<file path="src/rtl/disp_pkg.sv">
// Shared constants for the multiplexed display blocks: default geometry,
// refresh rate and the active-low anode convention.
package disp_pkg;

  localparam int NUM_DIGITS_DEF  = 4;
  localparam int DIGIT_W_DEF     = 4;
  localparam int REFRESH_DIV_DEF = 100000;

  // Anodes are active-low, so a dark digit drives its enable bit high.
  localparam logic ANODE_OFF = 1'b1;

  // Counter width able to hold 0..n-1, never narrower than one bit.
  function automatic int cnt_width(input int n);
    return (n > 1) ? $clog2(n) : 1;
  endfunction

endpackage

</file>
<file path="src/rtl/digit_scan_mux_scan_tick_gen.sv">
// Refresh prescaler: counts 0..REFRESH_DIV-1 while enabled and flags the last
// count so the scanner can advance to the next digit.
module scan_tick_gen
  import disp_pkg::*;
#(
  parameter int REFRESH_DIV = REFRESH_DIV_DEF
) (
  input  logic clk,
  input  logic reset,
  input  logic en,
  output logic tick
);

  localparam int              PW   = cnt_width(REFRESH_DIV);
  localparam logic [PW-1:0]   LAST = PW'(REFRESH_DIV - 1);

  logic [PW-1:0] prescaler;

  // With REFRESH_DIV=1 the counter is pinned at zero and every enabled cycle ticks.
  assign tick = en && (prescaler == LAST);

  // NOTE: sequential state uses non-blocking assignments so every register
  // samples pre-edge values regardless of statement order.
  always_ff @(posedge clk) begin
    if (reset) begin
      prescaler <= '0;
    end else if (tick) begin
      prescaler <= '0;
    end else if (en) begin
      prescaler <= prescaler + 1'b1;
    end
  end

endmodule

</file>
<file path="src/rtl/digit_scan_mux.sv">
// Time-multiplexed digit scanner for multi-digit 7-segment displays.
// Optional leading-zero blanking is compiled in with `define LEADING_ZERO_BLANK_EN.
module digit_scan_mux
  import disp_pkg::*;
#(
  parameter int NUM_DIGITS  = NUM_DIGITS_DEF,
  parameter int DIGIT_W     = DIGIT_W_DEF,
  parameter int REFRESH_DIV = REFRESH_DIV_DEF
) (
  input  logic                            clk,
  input  logic                            reset,
  input  logic                            en,
  input  logic [NUM_DIGITS*DIGIT_W-1:0]   digits_in,
  input  logic [NUM_DIGITS-1:0]           blank_mask,
  output logic [DIGIT_W-1:0]              out_digit,
  output logic [NUM_DIGITS-1:0]           anode,
  output logic [$clog2(NUM_DIGITS)-1:0]   digit_idx,
  output logic                            frame_done
);

  localparam int             IW       = $clog2(NUM_DIGITS);
  localparam logic [IW-1:0]  IDX_LAST = IW'(NUM_DIGITS - 1);

  logic [IW-1:0]                  idx;
  logic [NUM_DIGITS*DIGIT_W-1:0]  snapshot;
  logic                           pending;
  logic                           tick;
  logic                           last_idx;
  logic                           wrap;
  logic                           lz_blank;
  logic                           dark;
  logic [DIGIT_W-1:0]             sel_digit;

  scan_tick_gen #(
    .REFRESH_DIV (REFRESH_DIV)
  ) u_tick (
    .clk   (clk),
    .reset (reset),
    .en    (en),
    .tick  (tick)
  );

  assign last_idx  = (idx == IDX_LAST);
  assign wrap      = tick && last_idx;
  assign sel_digit = snapshot[int'(idx)*DIGIT_W +: DIGIT_W];

`ifdef LEADING_ZERO_BLANK_EN
  // Walk down from the most significant digit; a digit is a leading zero while
  // it and everything above it is zero. Digit 0 is never considered.
  logic tail_zero;

  // NOTE: every variable gets a default at the top of always_comb so no path
  // leaves it unassigned and no latch is inferred.
  always_comb begin
    lz_blank  = 1'b0;
    tail_zero = 1'b1;
    for (int k = NUM_DIGITS - 1; k >= 1; k--) begin
      tail_zero = tail_zero && (snapshot[k*DIGIT_W +: DIGIT_W] == '0);
      if (idx == IW'(k)) begin
        lz_blank = tail_zero;
      end
    end
  end
`else
  assign lz_blank = 1'b0;
`endif

  assign dark = !en || blank_mask[idx] || lz_blank;

  always_ff @(posedge clk) begin
    if (reset) begin
      idx        <= '0;
      snapshot   <= '0;
      pending    <= 1'b1;
      out_digit  <= '0;
      anode      <= {NUM_DIGITS{ANODE_OFF}};
      digit_idx  <= '0;
      frame_done <= 1'b0;
    end else begin
      // Snapshot only at frame boundaries (plus once after reset) so digits never tear.
      if (pending || wrap) begin
        snapshot <= digits_in;
      end
      pending <= 1'b0;

      if (tick) begin
        idx <= last_idx ? '0 : idx + 1'b1;
      end

      frame_done <= wrap;
      digit_idx  <= idx;
      out_digit  <= sel_digit;
      anode      <= dark ? {NUM_DIGITS{ANODE_OFF}} : ~(NUM_DIGITS'(1) << idx);
    end
  end

endmodule
</file>
<file path="config.mk">
export PLATFORM = sky130hd
export DESIGN_NAME = digit_scan_mux
export DESIGN_NICKNAME = d
export VERILOG_FILES = /design/src/rtl/disp_pkg.sv /design/src/rtl/digit_scan_mux_scan_tick_gen.sv /design/src/rtl/digit_scan_mux.sv
export SDC_FILE = /design/constraint.sdc
export NUM_CORES = 1
export LEC_CHECK = 0
export BUFFER_PORTS_ARGS = -buffer_cell sky130_fd_sc_hd__buf_2
export CAP_MARGIN = 20
export CORE_ASPECT_RATIO = 0.6
export CORE_MARGIN = 8
export CORE_UTILIZATION = 55
export CTS_CLUSTER_DIAMETER = 150
export DETAILED_ROUTE_END_ITERATION = 10
export GPL_ROUTABILITY_DRIVEN = 0
export PLACE_DENSITY_LB_ADDON = 0.08
export SETUP_SLACK_MARGIN = 0.05
export SYNTH_ARGS = -nofsm -noshare
export SYNTH_HDL_FRONTEND = slang
export SYNTH_SLANG_ARGS = --single-unit
</file>
<file path="constraint.sdc">
create_clock -name clk -period 5.6 [get_ports clk]
set_input_delay 1.4 -clock clk [delete_from_list [all_inputs] [get_ports clk]]
set_output_delay 1.4 -clock clk [all_outputs]
set_load 0.02 [all_outputs]
</file>
==> flow_metrics.env, run 1 <==
export IMPL_outcome="completed"
export IMPL_grt_pass1_vias=1397
export IMPL_postSynthCellCount=213
export IMPL_nets=273
export IMPL_cts_setup_buffers=0
export IMPL_final_cells=292
export IMPL_area_growth_pct=13.6
export IMPL_synth_warnings=0
export IMPL_antenna_found_initial=0
export IMPL_ys_ff_latch=47
export IMPL_drt_iter0_markers=102
export IMPL_power_frac_seq_pct=55.1
export IMPL_critPathArrivalTime_ns=2.97
export IMPL_dieArea_sq_um=6140
export IMPL_num_antenna_cells=0
export IMPL_power_density_nw_per_um2=265
export IMPL_clkTransAtPathRegs_ns=0.09
export IMPL_hold_path_class="register to register"
export IMPL_post_route_drc_count=0
export IMPL_hpwl_um=2900
export IMPL_p_comb_share_pct=6.8
export IMPL_cp_required_ns=5.76
export IMPL_coreArea_sq_um=3680
export IMPL_placed_area_sq_um=2300
export IMPL_intPower_w=0.000498
export IMPL_root_buffer="clkbuf_8"
export IMPL_fin_area_sq_um=2400
export IMPL_skew_ns=0.0102
export IMPL_yosysTopAreaCell="dfxtp_1"
export IMPL_ys_top_cells_by_area="dfxtp_1 45%, nand2b_1 9.5%, mux2i_1 9.0%"
export IMPL_overflow=0
export IMPL_first_pass_iters=4
export IMPL_fp_row_count=17
export IMPL_p_sw_w=0.000137
export IMPL_synth_nets=241
export IMPL_grt_pass1_wl_um=6600
export IMPL_fillerInstances=330
export IMPL_slew_violations=0
export IMPL_vdd_drop_max_mv=0.183
export IMPL_leakagePower_nw=0.946
export IMPL_viasPerCell=5.24
export IMPL_tns_ns=0
export IMPL_endpoint_kind="register"
export IMPL_synth_ff_type="dfxtp_1"
export IMPL_clkPwrFrac_pct=38.1
export IMPL_syn_avg_cell_area_sq_um=9.92
export IMPL_path_max_fanout=17
export IMPL_port_buffers=33
export IMPL_synth_top_area_share_pct=44.5
export IMPL_maxCapViolCount=0
export IMPL_ys_async_sr_fraction_pct=0
export IMPL_p_sw_share_pct=21.5
export IMPL_multi_input_area_sq_um=1110
export IMPL_pin_count=34
export IMPL_rsz0062_at_grt="no"
export IMPL_setup_viol=0
export IMPL_critPathKind="input pin to register"
export IMPL_totalWireLength_um=4030
export IMPL_tritoncts="built"
export IMPL_grt_use_total_pct=13.7
export IMPL_clkSinkCount=47
export IMPL_dp_cells=285
export IMPL_fin_crit_ns=2.81
export IMPL_ys_types=33
export IMPL_worst_setup_path_start_kind="input pin"
export IMPL_rrSetupSlack_ns=3.42
export IMPL_vias=1531
export IMPL_power_w=0.000635
export IMPL_postCtsHoldBufs=0
export IMPL_cts_buffers=5
export IMPL_avgRoutedWirePerCell_um=13.8
export IMPL_synth_edf_count=0
export IMPL_cts_resized_gates=0
export IMPL_clock_latency_ns=0.30
export IMPL_grt_max_degree=45
export IMPL_syn_area_sq_um=2110
export IMPL_drtAntennaViolNets=0
export IMPL_drive_gt1_share_pct=21.6
export IMPL_dieWidth_um=96
export IMPL_timing_fmax_ghz=0.356
export IMPL_hold_viol_final=0
export IMPL_clockBufferDepth=2
export IMPL_tightestPinTransition_ns=0.803
export IMPL_register_area_sq_um=941
export IMPL_relSlewSlack_pct=45.7
export IMPL_start_util_pct=57.4
export IMPL_utilization_pct=65.2
export IMPL_fin_crit_sh_pct=50.1
export IMPL_cts_max_level=2
export IMPL_ys_seq_area_share_pct=44.5
export IMPL_dieHeight_um=64
[worst paths after layout]
| path | start | to | cells past startpoint |
|---|---|---|---|
| worst min-delay path | snapshot[8] | snapshot[8] | 2 |
| worst max register to register | u_tick.prescaler[0] | u_tick.prescaler[10] | 5 |
| worst max-delay path | en | u_tick.prescaler[10] | 5 |
| worst min register to register | snapshot[8] | snapshot[8] | 2 |
[area by class of cell]
class	count	area share [%]
clock inverter	1	1.25
inverter	5	0.782
tap	47	2.45
multi-input combinational	152	46.1
clock buffer	6	3.02
timing repair buffer	34	7.20
sequential	47	39.2
[per-stage QoR]
step,hold slack (ns),setup slack (ns)
after global placement,0.463,2.51
final,0.477,2.79
after global routing,0.497,2.67
after detailed placement,0.465,2.50
after CTS,0.480,2.80
after floorplan,0.448,2.84
[logic make-up after synthesis]
logic type,share of synthesized area [%]
AO/OA/AOI/OAI,4.15
AND/OR/NAND/NOR,27.0
XOR/XNOR,4.98
multiplexers,13.3
buffers and inverters,3.08
flip-flops,44.5
adder cells (fa/ha/maj),2.96
[cells in the final DEF (no fill, tap or decap), types with 3 or more instances in the layout]
cell	instances
nand3_1	4
or3_1	4
nor2_1	18
buf_2	33
nor3_1	4
nand2b_1	32
inv_1	5
dfxtp_1	47
a21oi_1	6
xnor2_1	8
xor2_1	4
nand4_1	3
ha_1	5
nand2_1	12
mux4_2	4
nor2b_1	4
o21ai_0	5
nor4_1	3
mux2i_1	19
clkbuf_8	5
[synthesized netlist by cell type (5+ instances only)]
master / count
dfxtp_1: 47
nand2b_1: 32
mux2i_1: 19
nor2_1: 18
nand2_1: 12
xnor2_1: 8
a21oi_1: 6
clkbuf_1: 5
ha_1: 5
inv_1: 5
o21ai_0: 5
[metal layers]
| metal | GRT usage (%) | vias to the layer above | routed length, um |
|---|---|---|---|
| met1 | 20.4 | 680 | 2210 |
| met2 | 16.7 | 48 | 1480 |
| met3 | 4.43 | 6 | 286 |
| met5 | 0 | - | 0 |
| li1 | - | 797 | - |
| met4 | 7.05 | 0 | 62 |
[sequential cells by signal, indices dropped and copies added, names as in the netlist]
register	cells
digit_idx	2
idx	2
anode	4
snapshot	16
u_tick.prescaler	17
frame_done	1
pending	1
out_digit	4
[power groups by stage]
stage | combinational, W | clock [W] | sequential, W
detailed placement | 0.0000435 | 0 | 0.000358
global route | 0.0000484 | 0.000260 | 0.000351
floorplan | 0.0000292 | 0 | 0.000358
CTS | 0.0000437 | 0.000245 | 0.000350
finish | 0.0000430 | 0.000242 | 0.000350
global placement | 0.0000431 | 0 | 0.000358
[critical path, cell delays in order]
cell      delay [ns]
buf_2           0.17
nand2_1         0.11
or4_4           0.58
o21bai_2        0.59
nor2_1          0.12
No activity file was read; power rests on OpenSTA's default activity.
==> inputs of run 2 (changes only) <==
==> constraint.sdc (replaced) <==
create_clock -name clk -period 2.6 [get_ports clk]
set_input_delay 0.65 -clock clk [delete_from_list [all_inputs] [get_ports clk]]
set_output_delay 0.65 -clock clk [all_outputs]
set_load 0.02 [all_outputs]
==> run 2 against run 1 <==
  * Wire length increased by 0.12%
  * Worst setup slack got worse by 2.1 ns
  * Critical path type is now register to register
  * Non-clock buffer count increased by 4
  * Core utilization increased by 0.24 points
  * Clock skew decreased by 0.0028 ns
  * Flip-flop and latch count unchanged
  * Sequential share of layout area decreased by 0.14 points
  * Total power increased by 100%
  * Register-to-register slack got worse by 2.8 ns
  * Highest routed layer unchanged
  * Clock power increased by 76%
  * Largest power group unchanged
==> flow_metrics.env, run 2 (synthesized netlist as in run 1, its figures left out) <==
export IMPL_power_density_nw_per_um2=530
export IMPL_drive_gt1_share_pct=22.8
export IMPL_final_cells=297
export IMPL_largestRegisters="u_tick.prescaler (17), snapshot (16)"
export IMPL_clkPwrFrac_pct=33.4
export IMPL_tritoncts="built"
export IMPL_clkTransAtPathRegs_ns=0.09
export IMPL_cts_setup_buffers=0
export IMPL_num_antenna_cells=0
export IMPL_p_sw_w=0.000293
export IMPL_post_route_drc_count=0
export IMPL_fin_crit_ns=1.93
export IMPL_antenna_found_initial=0
export IMPL_maxCapViolCount=0
export IMPL_tightestPinTransition_ns=0.721
export IMPL_hold_path_class="register to register"
export IMPL_skew_ns=0.00741
export IMPL_postCtsHoldBufs=0
export IMPL_worst_setup_path_start_kind="register"
export IMPL_cp_required_ns=2.84
export IMPL_outcome="completed"
export IMPL_path_max_fanout=5
export IMPL_layout_commonest_cell="dfxtp_1"
export IMPL_holdWs_ns=0.476
export IMPL_avgRoutedWirePerCell_um=13.6
export IMPL_overflow=0
export IMPL_grt_use_total_pct=13.8
export IMPL_intPower_w=0.000983
export IMPL_hold_viol_final=0
export IMPL_vias=1545
export IMPL_pin_count=34
export IMPL_nets=277
export IMPL_cts_resized_gates=0
export IMPL_largest_register_ffs=17
export IMPL_relSlewSlack_pct=51.5
export IMPL_dieArea_sq_um=6140
export IMPL_rsz0062_at_grt="no"
export IMPL_wl_met1_um=2170
export IMPL_power_frac_seq_pct=59.1
export IMPL_slew_violations=0
export IMPL_viasPerCell=5.20
export IMPL_p_comb_share_pct=7.5
export IMPL_start_util_pct=57.4
export IMPL_critPathKind="register to register"
export IMPL_clock_latency_ns=0.31
export IMPL_timing_fmax_ghz=0.517
export IMPL_drtAntennaViolNets=0
export IMPL_leakagePower_nw=0.956
export IMPL_grt_pass1_vias=1324
export IMPL_port_buffers=33
export IMPL_regMostFlops="u_tick.prescaler"
export IMPL_clkSinkCount=47
export IMPL_fin_crit_sh_pct=74.4
export IMPL_fp_row_count=17
export IMPL_maxUsedRoutingLayer="met4"
export IMPL_grt_pass1_wl_um=6480
export IMPL_setup_viol=0
export IMPL_power_w=0.00128
export IMPL_mostFrequentLayoutCells="47 x dfxtp_1, 33 x buf_2, 32 x nand2b_1"
export IMPL_totalWireLength_um=4040
export IMPL_area_growth_pct=14.0
export IMPL_cts_max_level=2
export IMPL_dieHeight_um=64
export IMPL_coreArea_sq_um=3680
export IMPL_wl_met3_um=311
export IMPL_cts_buffers=5
export IMPL_critPathArrivalTime_ns=2.18
export IMPL_endpoint_kind="register"
export IMPL_root_buffer="clkbuf_8"
export IMPL_fillerInstances=315
export IMPL_p_sw_share_pct=23.0
export IMPL_wl_met2_um=1490
export IMPL_hpwl_um=2980
export IMPL_drt_iter0_markers=86
export IMPL_dieWidth_um=96
export IMPL_grt_max_degree=45
export IMPL_clockBufferDepth=2
export IMPL_first_pass_iters=4
export IMPL_tns_ns=0
export IMPL_dp_cells=289
export IMPL_vdd_drop_max_mv=0.365
run 2: worst paths after layout:
kind / startpoint / slack, ns / cells past startpoint / end
setup / recovery: u_tick.prescaler[0] / 0.67 / 5 / idx[0]
hold / removal: snapshot[8] / 0.48 / 2 / snapshot[8]
setup reg to reg: u_tick.prescaler[0] / 0.67 / 5 / idx[0]
hold reg to reg: snapshot[8] / 0.48 / 2 / snapshot[8]
run 2: layer usage:
metal / track usage [%] / up-vias
met2: 16.1 / 48
met5: 0 / -
met1: 20.8 / 687
met4: 7.43 / 0
li1: - / 802
met3: 4.43 / 8
run 2: cell type report:
cell class	instances	area, sq um	share of cell area [%]
Sequential cell	47	941	39.1
Multi-Input combinational cell	152	1110	45.9
Clock buffer	7	76.3	3.17
Timing Repair Buffer	38	203	8.42
Inverter	5	18.8	0.779
Clock inverter	1	5.00	0.208
Tap cell	47	58.8	2.44
run 2: critical path: stages (launching register included):
cell       delay, ns
dfxtp_1         0.40
ha_1            0.25
nand4bb_1       0.14
or4_4           0.53
or4_1           0.42
a21oi_1         0.14
run 2: per-stage QoR:
step	setup slack, ns	util [%]	instance area (sq um)
floorplan	0.593	-	2110
global placement	0.488	63.2	2330
detailed placement	0.477	63.2	2330
CTS	0.666	65.5	2410
global route	0.543	65.5	2410
finish	0.665	65.5	2410
run 2: power groups by stage:
| stage | sequential [W] | clock (W) | combinational [W] |
|---|---|---|---|
| 2_1_floorplan | 0.000772 | 0 | 0.0000629 |
| 3_3_place_gp | 0.000770 | 0 | 0.0000958 |
| 3_5_place_dp | 0.000771 | 0 | 0.0000970 |
| 4_1_cts | 0.000754 | 0.000440 | 0.0000974 |
| 5_1_grt | 0.000757 | 0.000469 | 0.000106 |
| 6_report | 0.000754 | 0.000426 | 0.0000956 |
==> inputs of run 3 (changes only) <==
--- a/config.mk
+++ b/config.mk
@@ -5,6 +5,7 @@
 export SDC_FILE = /design/constraint.sdc
 export NUM_CORES = 1
 export LEC_CHECK = 0
+export ABC_AREA = 1
 export BUFFER_PORTS_ARGS = -buffer_cell sky130_fd_sc_hd__buf_2
 export CAP_MARGIN = 20
 export CORE_ASPECT_RATIO = 0.6
==> constraint.sdc (replaced) <==
create_clock -name clk -period 1.9 [get_ports clk]
set_input_delay 0.475 -clock clk [delete_from_list [all_inputs] [get_ports clk]]
set_output_delay 0.475 -clock clk [all_outputs]
set_load 0.02 [all_outputs]
==> run 3 against run 2 <==
  * Final cell count is 28% higher
  * Sequential power is 37% higher
  * Clock skew is 0.0010 ns lower
  * Maximum frequency is 15% higher
  * Critical path depth is 2 higher
  * Total power is 52% higher
  * Register-to-register slack worse by 0.45 ns
  * Wire length is 21% higher
  * Worst setup slack worse by 0.45 ns
  * Synthesized cell count is 38% higher
  * Count of clock-buffer cells in the layout is 1 lower
  * Critical endpoint is now u_tick.prescaler[8]
  * Largest cell class unchanged
==> flow_metrics.env, run 3 <==
export IMPL_wl_met1_um=2410
export IMPL_clockBufferDepth=2
export IMPL_maxUsedRoutingLayer="met4"
export IMPL_start_util_pct=57.8
export IMPL_utilization_pct=66.8
export IMPL_min_from="digits_in[6]"
export IMPL_area_growth_pct=15.6
export IMPL_crit_path_end="u_tick.prescaler[8]"
export IMPL_synth_xor_area_share_pct=2.88
export IMPL_regMostFlops="u_tick.prescaler"
export IMPL_totalWireLength_um=4870
export IMPL_viasPerCell=5.13
export IMPL_synth_area_mux_share_pct=0
export IMPL_hpwl_um=3500
export IMPL_clkTransAtPathRegs_ns=0.09
export IMPL_synth_warnings=0
export IMPL_cts_max_level=2
export IMPL_setup_viol=0
export IMPL_post_route_drc_count=0
export IMPL_drive_gt1_share_pct=16.6
export IMPL_tns_ns=0
export IMPL_vias=1946
export IMPL_fin_crit_ns=1.68
export IMPL_drtAntennaViolNets=0
export IMPL_drt_iter0_markers=181
export IMPL_largestRegisters="u_tick.prescaler (17), snapshot (16)"
export IMPL_relSlewSlack_pct=68.9
export IMPL_dp_cells=371
export IMPL_dieArea_sq_um=6180
export IMPL_skew_ns=0.00639
export IMPL_vdd_drop_max_mv=0.704
export IMPL_syn_area_sq_um=2130
export IMPL_endpoint_kind="register"
export IMPL_wl_met3_um=572
export IMPL_postCtsHoldBufs=0
export IMPL_yosysTopAreaCell="dfxtp_1"
export IMPL_hold_viol_final=0
export IMPL_timing_fmax_ghz=0.595
export IMPL_nets=359
export IMPL_antenna_found_initial=0
export IMPL_cts_resized_gates=0
export IMPL_synth_compound_area_share_pct=12.5
export IMPL_port_buffers=33
export IMPL_synth_top_cells_by_count="49 x nand2_1, 49 x nor2_1, 47 x dfxtp_1"
export IMPL_path_max_fanout=7
export IMPL_dieWidth_um=96.3
export IMPL_pin_count=34
export IMPL_synth_top_area_share_pct=44.2
export IMPL_clock_latency_ns=0.30
export IMPL_worst_setup_path_start_kind="register"
export IMPL_synth_nets=322
export IMPL_tightestPinTransition_ns=0.463
export IMPL_cp_required_ns=2.07
export IMPL_ys_top_cells_by_area="dfxtp_1 44%, a21oi_1 8.7%, nand2_1 8.6%"
export IMPL_reg2reg_to="u_tick.prescaler[8]"
export IMPL_rsz0062_at_grt="no"
export IMPL_outcome="completed"
export IMPL_avgRoutedWirePerCell_um=12.8
export IMPL_power_w=0.00194
export IMPL_tritoncts="built"
export IMPL_fillerInstances=339
export IMPL_grt_max_degree=34
export IMPL_synth_ff_type="dfxtp_1"
export IMPL_ys_ff_latch=47
export IMPL_clkSinkCount=47
export IMPL_fin_crit_sh_pct=88.5
export IMPL_fp_row_count=17
export IMPL_final_cells=379
export IMPL_grt_use_total_pct=16.2
export IMPL_syn_avg_cell_area_sq_um=7.24
export IMPL_num_antenna_cells=0
export IMPL_dieHeight_um=64.2
export IMPL_cts_buffers=5
export IMPL_mostFrequentLayoutCells="49 x nor2_1, 49 x nand2_1, 47 x dfxtp_1"
export IMPL_largest_register_ffs=17
export IMPL_slew_violations=0
export IMPL_synth_edf_count=0
export IMPL_ys_async_sr_fraction_pct=0
export IMPL_synthAdderAreaFrac_pct=2.94
export IMPL_multi_input_area_sq_um=982
export IMPL_hold_path_class="input pin to register"
export IMPL_power_density_nw_per_um2=791
export IMPL_register_area_sq_um=941
export IMPL_synth_top_family_by_area="simple AND/OR/NAND/NOR gates"
export IMPL_postSynthCellCount=294
export IMPL_cts_setup_buffers=0
export IMPL_critPathArrivalTime_ns=1.85
export IMPL_rr_worst_depth=7
export IMPL_synthSimpleGateAreaFrac_pct=27.8
export IMPL_wl_met2_um=1860
export IMPL_ys_seq_area_share_pct=44.2
export IMPL_grt_pass1_vias=1684
export IMPL_coreArea_sq_um=3680
export IMPL_crit_start="u_tick.prescaler[0]"
export IMPL_rrSetupSlack_ns=0.22
export IMPL_first_pass_iters=4
export IMPL_overflow=0
export IMPL_rr_startpoint="u_tick.prescaler[0]"
export IMPL_ys_types=26
export IMPL_maxCapViolCount=0
export IMPL_critPathKind="register to register"
export IMPL_leakagePower_nw=1.08
export IMPL_root_buffer="clkbuf_8"
export IMPL_holdWs_ns=0.397
export IMPL_grt_pass1_wl_um=8050
## run 3: cell types whose count changed in the layout (fill, tap and decap cells not counted), moves of 7 or more
cell,delta
nand2_1,+37
nand2b_1,-32
a21oi_1,+31
nor2_1,+31
inv_1,+27
nand3_1,+20
mux2i_1,-19
o21ai_0,+8
xnor2_1,-7
## run 3: cell families after synthesis
| group | Yosys count |
|---|---|
| AO/OA/AOI/OAI | 52 |
| buffers and inverters | 46 |
| flip-flops | 47 |
| AND/OR/NAND/NOR | 137 |
| XOR/XNOR | 7 |
| adder cells (fa/ha/maj) | 5 |
## run 3: worst min-delay path by stage
stage	endpoint	slack (ns)	depth (start not counted)
2_1_floorplan	u_tick.prescaler[16]	0.45	2
3_3_place_gp	u_tick.prescaler[15]	0.47	2
3_5_place_dp	u_tick.prescaler[15]	0.47	2
4_1_cts	snapshot[7]	0.39	3
5_1_grt	snapshot[0]	0.39	3
6_report	snapshot[6]	0.40	3
## run 3: worst max-delay path: stages (launching register included)
cell and delay (ns):
dfxtp_1 0.38, ha_1 0.22, nand3_1 0.14, nor2_2 0.20, nand3_1 0.21, nand2_2 0.21, buf_4 0.15, a211oi_1 0.04
## run 3: through the flow
stage,setup WS [ns],instance area (sq um)
floorplan,0.425,2130
global route,0.0590,2460
finish,0.219,2460
detailed placement,0.184,2340
global placement,0.261,2340
CTS,0.213,2460
## run 3: power by group
part	internal [W]	leakage, nW	total (W)	switching [W]
clock	0.000426	0.0612	0.000766	0.000339
sequential	0.00102	0.384	0.00103	0.0000131
combinational	0.0000625	0.631	0.000148	0.0000854
## run 3: final cells by class
class                   count  share of cell area, %
clock buffers               6                   3.36
flip-flops and latches     47                   38.3
inverters                  34                   5.19
multi-input cells         201                   39.9
repair buffers             42                   9.46
well taps                  47                   2.39
clock inverters             2                   1.42
## run 3: layer usage
| metal | GRT usage [%] | vias up |
|---|---|---|
| met1 | 24.4 | 853 |
| met4 | 3.38 | 0 |
| met5 | 0 | - |
| met2 | 20.8 | 75 |
| met3 | 6.18 | 2 |
| li1 | - | 1016 |
